### config.mk
export PLATFORM = sky130hd
export DESIGN_NAME = param_sync_fifo
export DESIGN_NICKNAME = d
export VERILOG_FILES = /design/src/rtl/param_fifo_pkg.sv /design/src/rtl/param_fifo_mem.sv /design/src/rtl/param_sync_fifo.sv
export SDC_FILE = /design/constraint.sdc
export NUM_CORES = 1
export LEC_CHECK = 0
export ABC_CLOCK_PERIOD_IN_PS = 4000
export CORE_ASPECT_RATIO = 1.75
export CORE_MARGIN = 3
export CORE_UTILIZATION = 33
export DETAILED_ROUTE_END_ITERATION = 8
export HOLD_SLACK_MARGIN = 0.02
export SLEW_MARGIN = 20
export SYNTH_ARGS = -nofsm -noshare
export SYNTH_HDL_FRONTEND = slang
export SYNTH_SLANG_ARGS = --single-unit
### constraint.sdc
create_clock -name i_clk -period 4 [get_ports i_clk]
set_input_delay 0.8 -clock i_clk [delete_from_list [all_inputs] [get_ports i_clk]]
set_output_delay 0.8 -clock i_clk [all_outputs]
set_load 0.01 [all_outputs]
### src/rtl/param_fifo_pkg.sv
// Shared helpers for param_sync_fifo: pointer sizing, legality limits
// and default configuration values.
package param_fifo_pkg;

    localparam int DEF_DATA_WIDTH = 8;
    localparam int DEF_DEPTH      = 16;
    localparam int DEF_AE_THRESH  = 2;
    localparam int MIN_DEPTH      = 4;

    // Pointer carries one extra wrap bit above the address.
    function automatic int ptr_w(input int depth);
        return $clog2(depth) + 1;
    endfunction

    function automatic bit depth_ok(input int depth);
        return (depth >= MIN_DEPTH) && ((depth & (depth - 1)) == 0);
    endfunction

endpackage

### src/rtl/param_fifo_mem.sv
// Register-array storage for param_sync_fifo: one synchronous write
// port and one asynchronous read port.
module param_fifo_mem #(
    parameter int DATA_WIDTH = 8,
    parameter int DEPTH      = 16,
    parameter int AW         = 4
) (
    input  logic                  i_clk,
    input  logic                  i_we,
    input  logic [AW-1:0]         i_waddr,
    input  logic [DATA_WIDTH-1:0] i_wdata,
    input  logic [AW-1:0]         i_raddr,
    output logic [DATA_WIDTH-1:0] o_rdata
);

    logic [DATA_WIDTH-1:0] r_mem [DEPTH];

    always_ff @(posedge i_clk) begin
        if (i_we) begin
            r_mem[i_waddr] <= i_wdata;
        end
    end

    assign o_rdata = r_mem[i_raddr];

endmodule

### src/rtl/param_sync_fifo.sv
// Parametrised single-clock FIFO with thresholds, count and error pulses.
// Define PARAM_FIFO_FWFT_EN for first-word-fall-through read mode.
module param_sync_fifo
    import param_fifo_pkg::*;
#(
    parameter int DATA_WIDTH = DEF_DATA_WIDTH,
    parameter int DEPTH      = DEF_DEPTH,
    parameter int AF_THRESH  = DEPTH - 2,
    parameter int AE_THRESH  = DEF_AE_THRESH
) (
    input  logic                    i_clk,
    input  logic                    i_rst,
    input  logic                    i_wr_en,
    input  logic [DATA_WIDTH-1:0]   i_data_in,
    input  logic                    i_rd_en,
    output logic [DATA_WIDTH-1:0]   o_data_out,
    output logic                    o_rd_valid,
    output logic                    o_full,
    output logic                    o_empty,
    output logic                    o_almost_full,
    output logic                    o_almost_empty,
    output logic [$clog2(DEPTH):0]  o_count,
    output logic                    o_overflow,
    output logic                    o_underflow
);

    localparam int PW = ptr_w(DEPTH);
    localparam int AW = PW - 1;

    if (!depth_ok(DEPTH) || AF_THRESH < 1 || AF_THRESH > DEPTH ||
        AE_THRESH < 0 || AE_THRESH > DEPTH - 1) begin : g_bad_params
        $error("param_sync_fifo: illegal DEPTH or threshold");
    end

    logic [PW-1:0]         r_wr_ptr;
    logic [PW-1:0]         r_rd_ptr;
    logic [PW-1:0]         r_count;
    logic                  r_overflow;
    logic                  r_underflow;
    logic                  w_wr_acc;
    logic                  w_rd_acc;
    logic [DATA_WIDTH-1:0] w_rd_data;

    // A pop frees the slot, so a write to a full FIFO may ride along.
    assign w_rd_acc = i_rd_en && !o_empty;
    assign w_wr_acc = i_wr_en && (!o_full || w_rd_acc);

    param_fifo_mem #(
        .DATA_WIDTH (DATA_WIDTH),
        .DEPTH      (DEPTH),
        .AW         (AW)
    ) u_mem (
        .i_clk   (i_clk),
        .i_we    (w_wr_acc),
        .i_waddr (r_wr_ptr[AW-1:0]),
        .i_wdata (i_data_in),
        .i_raddr (r_rd_ptr[AW-1:0]),
        .o_rdata (w_rd_data)
    );

    always_ff @(posedge i_clk) begin
        if (i_rst) begin
            r_wr_ptr    <= '0;
            r_rd_ptr    <= '0;
            r_count     <= '0;
            r_overflow  <= 1'b0;
            r_underflow <= 1'b0;
        end else begin
            r_overflow  <= i_wr_en && !w_wr_acc;
            r_underflow <= i_rd_en && !w_rd_acc;
            if (w_wr_acc) begin
                r_wr_ptr <= r_wr_ptr + 1'b1;
            end
            if (w_rd_acc) begin
                r_rd_ptr <= r_rd_ptr + 1'b1;
            end
            case ({w_wr_acc, w_rd_acc})
                2'b10:   r_count <= r_count + 1'b1;
                2'b01:   r_count <= r_count - 1'b1;
                default: r_count <= r_count;
            endcase
        end
    end

    assign o_count        = r_count;
    assign o_full         = (r_count == PW'(DEPTH));
    assign o_empty        = (r_count == '0);
    assign o_almost_full  = (r_count >= PW'(AF_THRESH));
    assign o_almost_empty = (r_count <= PW'(AE_THRESH));
    assign o_overflow     = r_overflow;
    assign o_underflow    = r_underflow;

`ifdef PARAM_FIFO_FWFT_EN
    assign o_data_out = w_rd_data;
    assign o_rd_valid = !o_empty;
`else
    logic [DATA_WIDTH-1:0] r_data_out;
    logic                  r_rd_valid;

    always_ff @(posedge i_clk) begin
        if (i_rst) begin
            r_data_out <= '0;
            r_rd_valid <= 1'b0;
        end else begin
            r_rd_valid <= w_rd_acc;
            if (w_rd_acc) begin
                r_data_out <= w_rd_data;
            end
        end
    end

    assign o_data_out = r_data_out;
    assign o_rd_valid = r_rd_valid;
`endif

endmodule

After elaboration in Yosys (flattened, before gate mapping)
Memory sizes are Yosys's and may differ from the RTL's. A register that Yosys moved wholly into a read port is not among the register bits.
Index checks and enable logic that the tools add are counted.
Widths: inputs -> output; s select.
{"block": "op_classes", "add_sub_neg": 4, "n_lt_le_gt_ge": 2, "n_eq_ne": 3, "n_mux": 3, "n_reduce_logical": 11}
{"operator": "$add 5x1->5 const B", "n": 3}
{"operator": "$pmux 5 s2", "n": 1}
{"operator": "$eq 5x5->1 const B", "n": 1}
{"operator": "$ge 5x4->1 const B", "n": 1}
{"operator": "$le 5x2->1 const B", "n": 1}
{"operator": "$logic_not 5->1", "n": 1}
{"operator": "$sub 5x1->5 const B", "n": 1}
{"operator": "$logic_and 1x1->1", "n": 4}
{"operator": "$logic_not 1->1", "n": 4}
{"operator": "$eq 2x1->1 const B", "n": 1}
{"operator": "$eq 2x2->1 const B", "n": 1}
{"operator": "$mux 1", "n": 2}
{"operator": "$reduce_bool 2->1", "n": 1}
{"operator": "$logic_or 1x1->1", "n": 1}
{"block": "word_totals", "reg_bits": 18, "ram_bits": 128, "n_memories": 1}
{"name": "u_mem.r_mem", "words": 16, "width": 8, "read_ports": 1, "rd_clocked_by_memory_dff": 1, "write_ports": 1, "line": "param_fifo_mem.sv:16", "source": "logic [DATA_WIDTH-1:0] r_mem [DEPTH];"}

Longest topological paths before layout
{"block": "depth", "word_depth": 7, "depth_mapped": 9}

By module
A second synthesis with hierarchy kept.
{"block": "unflattened", "cells_unflattened": 356, "hier_area_um2": 6194.7}
{"mod": "param_fifo_mem", "n_inst": 1, "cells_per_inst": 221, "area_each_um2": 4987.3, "seq_area_each_um2": 3843.7}
{"mod": "param_sync_fifo", "n_inst": 1, "cells_per_inst": 135, "area_each_um2": 1207.4, "seq_area_each_um2": 480.5}

Worst setup path before layout
No wires, ideal clock.
{"block": "synth_path", "path_kind": "input-to-reg", "start": "in i_rd_en", "end": "reg r_count[4] (netlist: o_count[4])", "arrival_ps": 3028, "path_slack_ps": 876, "cell_stages": 8, "n_path_buf": 1, "path_cell_list": "clkbuf_1 a21boi_2 nand2b_1 fa_1 nand2b_1 a21oi_1 mux2_2 a221oi_1"}
{"block": "synth_between", "elab_chain_len": 5}
{"item": "start: declaration", "line": "param_sync_fifo.sv:15", "source": "input logic i_rd_en,"}
{"item": "$logic_and 1x1->1 *", "line": "param_sync_fifo.sv:45", "source": "assign w_rd_acc = i_rd_en && !o_empty;"}
{"item": "$logic_or 1x1->1", "line": "param_sync_fifo.sv:46", "source": "assign w_wr_acc = i_wr_en && (!o_full || w_rd_acc);"}
{"item": "$logic_and 1x1->1", "line": "param_sync_fifo.sv:46"}
{"item": "$eq 2x1->1 / $eq 2x2->1 (equally long branches)", "line": "param_sync_fifo.sv:77", "source": "case ({w_wr_acc, w_rd_acc})"}
{"item": "$pmux 5 s2 / $reduce_bool 2->1 (equally long branches)"}
{"item": "end signal: assignment", "line": "param_sync_fifo.sv:78", "source": "2'b10: r_count <= r_count + 1'b1;"}
{"item": "end signal: assignment", "line": "param_sync_fifo.sv:79", "source": "2'b01: r_count <= r_count - 1'b1;"}
{"item": "end signal: assignment", "line": "param_sync_fifo.sv:80", "source": "default: r_count <= r_count;"}
{"item": "end: declaration", "line": "param_sync_fifo.sv:37", "source": "logic [PW-1:0] r_count;"}
Mark *: on every way between the ends. The rest lies on a longest branch, timed or not.
A chain may end at the register's enable or synchronous reset.

Worst setup path in the final report
{"block": "layout_path", "start": "reg r_count[2] (netlist: o_count[2])", "end": "out o_empty"}
{"block": "layout_between", "elab_chain_len": 1}
{"item": "$logic_not 5->1", "line": "param_sync_fifo.sv:87", "source": "assign o_empty = (r_count == '0);"}
{"item": "end: declaration", "line": "param_sync_fifo.sv:19", "source": "output logic o_empty,"}
No other way between the ends.

==> out/metrics.cfg <==
[floorplanning]
die_height_um = 188
pin_count = 32
coreArea_um2 = 18300
die_area_um2 = 20600
fp-row-count = 65
die_w_um = 110
initial_utilization = 0.341

[route]
drtPass1Iterations = 4
ant_nets = 0
wirelength_mm = 13.0
drt-initial-drc-count = 167
vias_per_cell = 4.91
drc = 0
num_vias = 3388
wl_per_cell_um = 18.8

[yosys]
syn_inst = 410
async_flop_share = 0
syn_area_um2 = 6240
synth.avg_cell_area_um2 = 15.2
seq_area_frac_synth = 0.693
synth_edf_count = 128
yosys_warnings = 0
synth.net_count = 431
synth-seq-cells = 152
synth_ff_type = edfxtp_1
ys_types = 49

[cts]
clk_path_buf_depth = 2
cts.repair.resized = 0
h-tree-depth = 4
cts_buffers = 17
clock_latency_ps = 420
clk_pin_slew_worst_paths_ps = 70
cts_setup_buffers = 0
clockRootBuffer = clkbuf_16
postCtsHoldBufs = 0
cts.sinks = 152
cts_tree = yes

[global_routing]
gr-usage-all-layers = 0.133
grt_pass1_wl_mm = 20.0
grt_max_degree = 54
grt.overflow.total = 0
grt_pass1_vias = 3565
antenna_found_initial = 0

[sta]
setup_tns_ps = 0
hold_viol = 0
fmax_mhz = 313
final_max_slew_viol_count = 0
tightest_slew_ps = 964
period_share = 0.800
clock_skew_ps = 9.73
rsz0062_at_grt = no
setup_viol = 0
slew_headroom = 0.355
period_needed_ps = 3200

[hold_path]
hold_path.class = register to register

[place]
gp_congestion = 0.816
hpwl_mm = 9.29
numPortBuffers = 31

[power_and_ir_drop]
p_total_mw = 4.43
total_leakage_power_nw = 2.31
power.density_nw_per_um2 = 601
irDropWorstVdd_v = 0.000307

[layout]
seq_area_um2 = 4330
num-fill-cells = 1665
syn2layout_area_growth_pct = 18.4
final_common_cell = edfxtp_1
final_cell_mix = edfxtp_1 (128), mux2i_1 (67), nor2_1 (35)
multiInputGateArea_um2 = 1770
final_nets = 464
num_antenna_cells = 0
drive_above_1_share = 0.110

[status]
status = finished clean

[worst_setup_path]
end_kind = output port
worstSetupStartpointType = register
worstPathArrival_ps = 2400
crit_path_max_fanout = 10
worstSetupPathType = register to output port
worstPathRequired_ps = 3200

[job]
maxCapViolCount = 0

state kept, by name (all words and copies together), names as in the netlist:
signal,cells
o_overflow,1
r_wr_ptr,4
o_rd_valid,1
o_count,5
r_rd_ptr,4
o_data_out,8
o_underflow,1
u_mem.r_mem,128
metrics by stage:
step / utilization / hold slack, ps / setup WS [ps] / instances / area [um2]
global route: 0.403 / 529 / 711 / 690 / 7380
finish: 0.403 / 498 / 802 / 690 / 7380
detailed placement: 0.371 / 496 / 621 / 658 / 6780
global placement: 0.371 / 499 / 682 / 658 / 6780
floorplan: - / 520 / 876 / 410 / 6240
CTS: 0.403 / 505 / 769 / 690 / 7380
routing by layer:
metal,track usage,routed length (um)
met5,0,0
met4,0.0614,307
met3,0.0255,268
met2,0.250,7490
met1,0.136,4920
layout make-up:
class | count | share of cell area
Clock buffer | 22 | 0.0673
Clock inverter | 10 | 0.0141
Inverter | 7 | 0.00356
Multi-Input combinational cell | 227 | 0.240
Sequential cell | 152 | 0.586
Tap cell | 234 | 0.0397
Timing Repair Buffer | 38 | 0.0492
worst max-delay path: stages, from the launching register on:
cell	delay (ps)
dfxtp_1	380
or4_1	810
nor2_4	220
clkdlybuf4s50_1	570
cells in the mapped netlist, drive strengths merged, types with 2 or more instances:
cell type | count | area (um2)
a211oi | 8 | 60.1
a21oi | 3 | 15.0
a31oi | 2 | 12.5
and3 | 2 | 12.5
buf | 13 | 72.6
clkbuf | 11 | 41.3
dfxtp | 24 | 480
edfxtp | 128 | 3840
ha | 8 | 100
inv | 7 | 26.3
mux2 | 4 | 56.3
mux2i | 68 | 693
nand2 | 8 | 30.0
nand2b | 8 | 50.1
nand3 | 3 | 15.0
nand3b | 3 | 22.5
nor2 | 36 | 143
nor3 | 4 | 20.0
nor4 | 9 | 56.3
o21ai | 2 | 10.0
o22ai | 32 | 200
o311ai | 2 | 35.0
or3 | 2 | 12.5
or3b | 3 | 26.3
xnor2 | 2 | 17.5
xor2 | 4 | 35.0
final timing paths:
path | from | end | slack (ps) | cells after the start
worst min register to register | o_data_out[7]$_SDFFE_PP0P_ | o_data_out[7]$_SDFFE_PP0P_ | 500 | 2
worst max register to register | o_count[2]$_SDFFE_PP0P_ | o_count[4]$_SDFFE_PP0P_ | 1190 | 9
worst min-delay path | o_data_out[7]$_SDFFE_PP0P_ | o_data_out[7]$_SDFFE_PP0P_ | 500 | 2
worst max-delay path | o_count[2]$_SDFFE_PP0P_ | o_empty | 800 | 3
cell families after synthesis:
group,count (synthesis),share of synthesized area
XOR/XNOR,6,0.00843
AND/OR/NAND/NOR,83,0.0688
adder cells (fa/ha/maj),9,0.0193
flip-flops,152,0.693
AO/OA/AOI/OAI,57,0.0674
buffers and inverters,31,0.0225
multiplexers,72,0.120
where the power goes:
part	internal (mW)	switching, mW	total (mW)
Clock	0.958	0.622	1.58
Sequential	1.82	0.0980	1.92
Combinational	0.437	0.496	0.933
Total	3.22	1.22	4.43
Note: power is estimated with default switching activity, not from simulation.
